`src/rtl/frame_pkg.sv`:
```
// Shared types and widths for the frame clear/draw pixel stage.
// Border colouring is enabled by defining FRAME_BORDER_EN.
package frame_pkg;

  localparam int COORD_W = 10;
  localparam int COLOR_W = 3;

  typedef enum logic [1:0] {
    WAIT,
    CLEAR,
    DRAW
  } frame_state_t;

  function automatic logic on_border(
    input logic [COORD_W-1:0] x,
    input logic [COORD_W-1:0] y,
    input int                 w,
    input int                 h
  );
    return (x == '0) || (y == '0) ||
           (x == COORD_W'(w - 1)) ||
           (y == COORD_W'(h - 1));
  endfunction

endpackage

```
`src/rtl/frame_clear_mux_clear_scanner.sv`:
```
// Raster x/y counter used to sweep the whole screen during CLEAR.
// Optional feature macro FRAME_BORDER_EN does not affect this file.
module clear_scanner
  import frame_pkg::*;
#(
  parameter int SCREEN_W = 160,
  parameter int SCREEN_H = 120
) (
  input  logic               clk,
  input  logic               reset,
  input  logic               start,
  input  logic               advance,
  output logic [COORD_W-1:0] x,
  output logic [COORD_W-1:0] y,
  output logic               last
);

  localparam logic [COORD_W-1:0] X_MAX = COORD_W'(SCREEN_W - 1);
  localparam logic [COORD_W-1:0] Y_MAX = COORD_W'(SCREEN_H - 1);

  assign last = (x == X_MAX) && (y == Y_MAX);

  always_ff @(posedge clk or posedge reset) begin
    if (reset) begin
      x <= '0;
      y <= '0;
    end else if (start) begin
      x <= '0;
      y <= '0;
    end else if (advance) begin
      if (x == X_MAX) begin
        x <= '0;
        y <= (y == Y_MAX) ? '0 : y + 1'b1;
      end else begin
        x <= x + 1'b1;
      end
    end
  end

endmodule

```
`src/rtl/frame_clear_mux.sv`:
```
// Per-frame screen wipe followed by gated pass-through of drawn pixels.
// Define FRAME_BORDER_EN to paint and protect a one-pixel screen border.
module frame_clear_mux
  import frame_pkg::*;
#(
  parameter int                  SCREEN_W     = 160,
  parameter int                  SCREEN_H     = 120,
  parameter logic [COLOR_W-1:0]  BG_COLOR     = 3'b000,
  parameter logic [COLOR_W-1:0]  BORDER_COLOR = 3'b111
) (
  input  logic               clk,
  input  logic               reset,
  input  logic               frame_tick,
  input  logic [COORD_W-1:0] in_x,
  input  logic [COORD_W-1:0] in_y,
  input  logic [COLOR_W-1:0] in_color,
  input  logic               in_plot,
  input  logic               in_frame_done,
  output logic               draw_en,
  output logic [COORD_W-1:0] vga_x,
  output logic [COORD_W-1:0] vga_y,
  output logic [COLOR_W-1:0] vga_color,
  output logic               vga_plot,
  output logic               busy,
  output logic               overrun
);

`ifdef FRAME_BORDER_EN
  localparam logic BORDER_ON = 1'b1;
`else
  localparam logic BORDER_ON = 1'b0;
`endif

  localparam logic [COORD_W-1:0] X_LIM = COORD_W'(SCREEN_W);
  localparam logic [COORD_W-1:0] Y_LIM = COORD_W'(SCREEN_H);

  frame_state_t state, next;

  logic               scan_start;
  logic               scan_adv;
  logic               scan_last;
  logic [COORD_W-1:0] scan_x;
  logic [COORD_W-1:0] scan_y;
  logic               set_ovr;
  logic [COORD_W-1:0] nx, ny;
  logic [COLOR_W-1:0] nc;
  logic               np;
  logic               in_ok;

  clear_scanner #(
    .SCREEN_W(SCREEN_W),
    .SCREEN_H(SCREEN_H)
  ) u_scan (
    .clk    (clk),
    .reset  (reset),
    .start  (scan_start),
    .advance(scan_adv),
    .x      (scan_x),
    .y      (scan_y),
    .last   (scan_last)
  );

  assign draw_en = (state == DRAW);
  assign busy    = (state != WAIT);

  // Off-screen pixels never reach the adapter; border pixels are
  // protected from drawing only when the border is painted.
  assign in_ok = in_plot && (in_x < X_LIM) && (in_y < Y_LIM) &&
                 !(BORDER_ON &&
                   on_border(in_x, in_y, SCREEN_W, SCREEN_H));

  always_comb begin
    next       = state;
    scan_start = 1'b0;
    scan_adv   = 1'b0;
    set_ovr    = 1'b0;
    nx         = '0;
    ny         = '0;
    nc         = '0;
    np         = 1'b0;
    unique case (state)
      WAIT: begin
        if (frame_tick) begin
          next       = CLEAR;
          scan_start = 1'b1;
        end
      end
      CLEAR: begin
        scan_adv = 1'b1;
        nx       = scan_x;
        ny       = scan_y;
        np       = 1'b1;
        nc       = (BORDER_ON &&
                    on_border(scan_x, scan_y, SCREEN_W, SCREEN_H))
                   ? BORDER_COLOR : BG_COLOR;
        set_ovr  = frame_tick;
        if (scan_last) next = DRAW;
      end
      DRAW: begin
        nx = in_x;
        ny = in_y;
        nc = in_color;
        np = in_ok;
        if (in_frame_done) begin
          if (frame_tick) begin
            next       = CLEAR;
            scan_start = 1'b1;
          end else begin
            next = WAIT;
          end
        end else begin
          set_ovr = frame_tick;
        end
      end
      default: next = WAIT;
    endcase
  end

  always_ff @(posedge clk or posedge reset) begin
    if (reset) begin
      state     <= WAIT;
      vga_x     <= '0;
      vga_y     <= '0;
      vga_color <= '0;
      vga_plot  <= 1'b0;
      overrun   <= 1'b0;
    end else begin
      state     <= next;
      vga_x     <= nx;
      vga_y     <= ny;
      vga_color <= nc;
      vga_plot  <= np;
      if (set_ovr) overrun <= 1'b1;
    end
  end

endmodule

```
`config.mk`:
```
export PLATFORM = sky130hd
export DESIGN_NAME = frame_clear_mux
export DESIGN_NICKNAME = d
export VERILOG_FILES = /design/src/rtl/frame_pkg.sv /design/src/rtl/frame_clear_mux_clear_scanner.sv /design/src/rtl/frame_clear_mux.sv
export SDC_FILE = /design/constraint.sdc
export NUM_CORES = 1
export LEC_CHECK = 0
export CAP_MARGIN = 20
export CORE_ASPECT_RATIO = 1.2
export CORE_MARGIN = 8
export CORE_UTILIZATION = 49
export CTS_CLUSTER_SIZE = 8
export DETAILED_ROUTE_END_ITERATION = 12
export PLACE_DENSITY = 0.79
export RECOVER_POWER = 25
export SYNTH_ARGS = -nofsm -noshare
export SYNTH_HDL_FRONTEND = slang
export SYNTH_SLANG_ARGS = --single-unit
```
`constraint.sdc`:
```
create_clock -name clk -period 6.5 [get_ports clk]
set_clock_uncertainty 0.2 [all_clocks]
set_input_delay 1.3 -clock clk [delete_from_list [all_inputs] [get_ports clk]]
set_output_delay 1.3 -clock clk [all_outputs]
set_load 0.02 [all_outputs]
```
==> results.yml <==
global_route:
  antenna_found_initial: 0
  grt_usage: 0.151
  grt_first_pass_wirelength_mm: 8.78
  grt-ovfl-total: 0
  grt_pass1_vias: 1802
  grt_max_degree: 48
setup_path:
  crit_slowest_cell: "clkbuf_1"
  cp.arrival_ps: 3590
  crit_path_start_kind: "primary input"
  r2r-end: "u_scan.y[5]"
  rrSetupSlack_ps: 3630
  crit_type: "primary input to async pin"
  crit_start: "reset"
  critPathBufInv: 3
  required_ps: 6210
  path_cells: "dlygate4sd3_1 > clkinv_1 > clkbuf_1"
  crit_fanout: 47
  path_depth: 3
  path_delay_family: "buffers and inverters"
  cp-end-kind: "async pin"
  r2r_cells: 7
  r2r-start: "state[0]"
  worst_path_largest_cell_delay_ps: 1700
  crit_end: "vga_color[2]"
synth:
  synth.distinct_cells: 39
  yosysWarnings: 0
  asyncSetResetFlopFracSynth: 1.00
  ys_ff_latch: 47
  seq_area_frac_synth: 0.514
  synth_enable_flop_cells: 0
  avgSynthCellArea_sq_um: 10.5
  synthesis.area_sq_um: 2290
  syn_nets: 253
  syn_inst: 218
  synth_flop_cell: "dfrtp_1"
cells_and_area:
  num_antenna_cells: 0
  area_growth_pct: 31.0
  ff_latch_area_sq_um: 1180
  fillers: 369
  fin_util: 0.658
  layout_commonest_cell: "clkdlybuf4s50_1"
  drive_gt1_frac: 0.0590
  multi_input_area_sq_um: 1040
  nNetsFinal: 305
  final_cell_mix: "49 x clkdlybuf4s50_1, 47 x dfrtp_1, 24 x nor2b_1, 20 x a22oi_1, 14 x nor2_1"
power:
  p_per_area_nw_per_um2: 373
  p_int_uw: 730
  power_switching_uw: 390
  clockPowerShare: 0.218
  seqPwrFrac: 0.348
  power_frac_comb: 0.433
  vdd_drop_max_mv: 0.207
  switching_share: 0.348
  leakagePower_uw: 0.00126
sta:
  fmax_mhz: 257
  hold_viol: 0
  finalSetupViolations: 0
  finalSetupTns_ps: 0
  rsz0062_at_grt: "false"
  period_share: 0.598
  fin_crit_ps: 3890
  relSlewSlack: -0.596
  final-max-slew-violation-count: 48
  worstMarginPinSlew_ps: 2390
status:
  status: "finished with violations"
  violations: "max-capacitance violations, max-slew violations"
clock_tree:
  htreeDepth: 2
  cts_resized: 0
  postCtsSetupBuffers: 0
  root_buffer: "clkbuf_8"
  cts_tree: "built"
  path_clk_slew_ps: 80
  clk_path_buf_depth: 2
  clock_latency_ps: 290
  cts_sinks: 47
  hold_buffers: 0
  numCtsBuffers: 5
floorplan:
  die_h_microns: 90.9
  initial_core_util: 0.502
  io_pins: 55
  fp-row-count: 27
  chipWidth_microns: 78.4
  core_region_area_sq_um: 4560
  die_area_sq_um: 7120
routing:
  dr.pass1.iters: 4
  wl_per_cell_microns: 16.1
  drtIter0Drc: 120
  vias: 1810
  viasPerCell: 5.50
  postRouteAntennaNets: 0
  wl_mm: 5.31
  drc_errors: 0
flow_run:
  cap_violations: 1
placement:
  io_buffers: 54
  place_congestion: 0.824
  hpwl_mm: 3.94
worst_hold_path:
  hold_class: "flip-flop to flip-flop"
[layer usage]
| layer | vias to the layer above | part of all wire | track usage | wire (microns) |
|---|---|---|---|---|
| met3 | 6 | 0.074 | 0.0369 | 392 |
| met4 | 0 | 0.013 | 0.0464 | 67 |
| li1 | 875 | - | - | - |
| met1 | 868 | 0.42 | 0.190 | 2250 |
| met5 | - | 0 | 0 | 0 |
| met2 | 61 | 0.49 | 0.246 | 2600 |
[flip-flops by register name, summed over array words and instances, names as in the netlist]
name,cells
u_scan.y,10
u_scan.x,10
vga_plot,1
vga_color,3
vga_y,10
vga_x,10
state,2
overrun,1
[per-stage QoR]
stage	hold WS (ps)	cells	worst slack [ps]	area, sq um	power [uW]
3_3_place_gp	254	321	3050	2870	871
3_5_place_dp	251	321	3020	2870	885
6_report	267	329	2610	3000	1120
5_1_grt	313	329	2110	3000	1190
4_1_cts	276	329	2700	3000	1130
2_1_floorplan	313	218	3670	2290	720
[how the worst min path moves through the flow]
stage                 from  cells past startpoint  slack (ps)          end
2_1_floorplan  u_scan.y[9]                      1         310  u_scan.y[9]
3_3_place_gp       overrun                      1         250      overrun
3_5_place_dp       overrun                      1         250      overrun
4_1_cts            overrun                      1         280      overrun
5_1_grt            overrun                      1         310      overrun
6_report           overrun                      1         270      overrun
[power groups by stage]
stage                     logic (uW)  registers, uW  clock network (uW)
final                            486            390                 245
after global routing             531            397                 266
after CTS                        490            390                 249
after detailed placement         488            397                   0
after global placement           478            393                   0
after floorplan                  284            437                   0
[kinds of logic after synthesis]
| group | Yosys count | share of synthesized area |
|---|---|---|
| simple gates | 85 | 0.217 |
| compound gates | 52 | 0.155 |
| flops | 47 | 0.514 |
| buf+inv | 17 | 0.0301 |
| fa+ha+maj | 7 | 0.0382 |
| xor+xnor | 6 | 0.0230 |
| mux | 4 | 0.0230 |
[layout make-up]
cell class | instances | area share
flip-flops and latches | 47 | 0.392
well taps | 58 | 0.0242
clock inverters | 2 | 0.0200
multi-input cells | 154 | 0.348
clock buffers | 6 | 0.0242
repair buffers | 56 | 0.184
inverters | 6 | 0.00751
[worst reg2reg max path, cell delays in order (launching register included)]
cell     delay (ps)
dfrtp_1         430
inv_1           100
ha_1            720
a21o_1          210
and2_1          340
a21o_1          340
o21ai_0         150
a22o_1          260
[synthesized netlist by cell type (2+ instances only)]
master	n	area share
nor2b_1	24	0.066
nor2_1	14	0.023
and2_1	4	0.011
a22oi_1	20	0.066
nand4_1	3	0.0082
xor2_1	3	0.011
inv_1	6	0.0098
xnor2_1	3	0.011
mux2_2	2	0.0098
o21ai_0	11	0.024
nor3_1	5	0.011
mux2_4	2	0.013
nand2_1	11	0.018
and3_1	4	0.011
nand2b_1	2	0.0055
a22o_1	7	0.027
a21o_1	2	0.0066
nand3_1	4	0.0087
ha_1	7	0.038
or3_1	3	0.0082
nor4b_1	2	0.0077
clkbuf_1	8	0.013
a21oi_1	8	0.017
nor3b_1	2	0.0066
dfrtp_1	47	0.51
(Power assumes the default switching activity.)
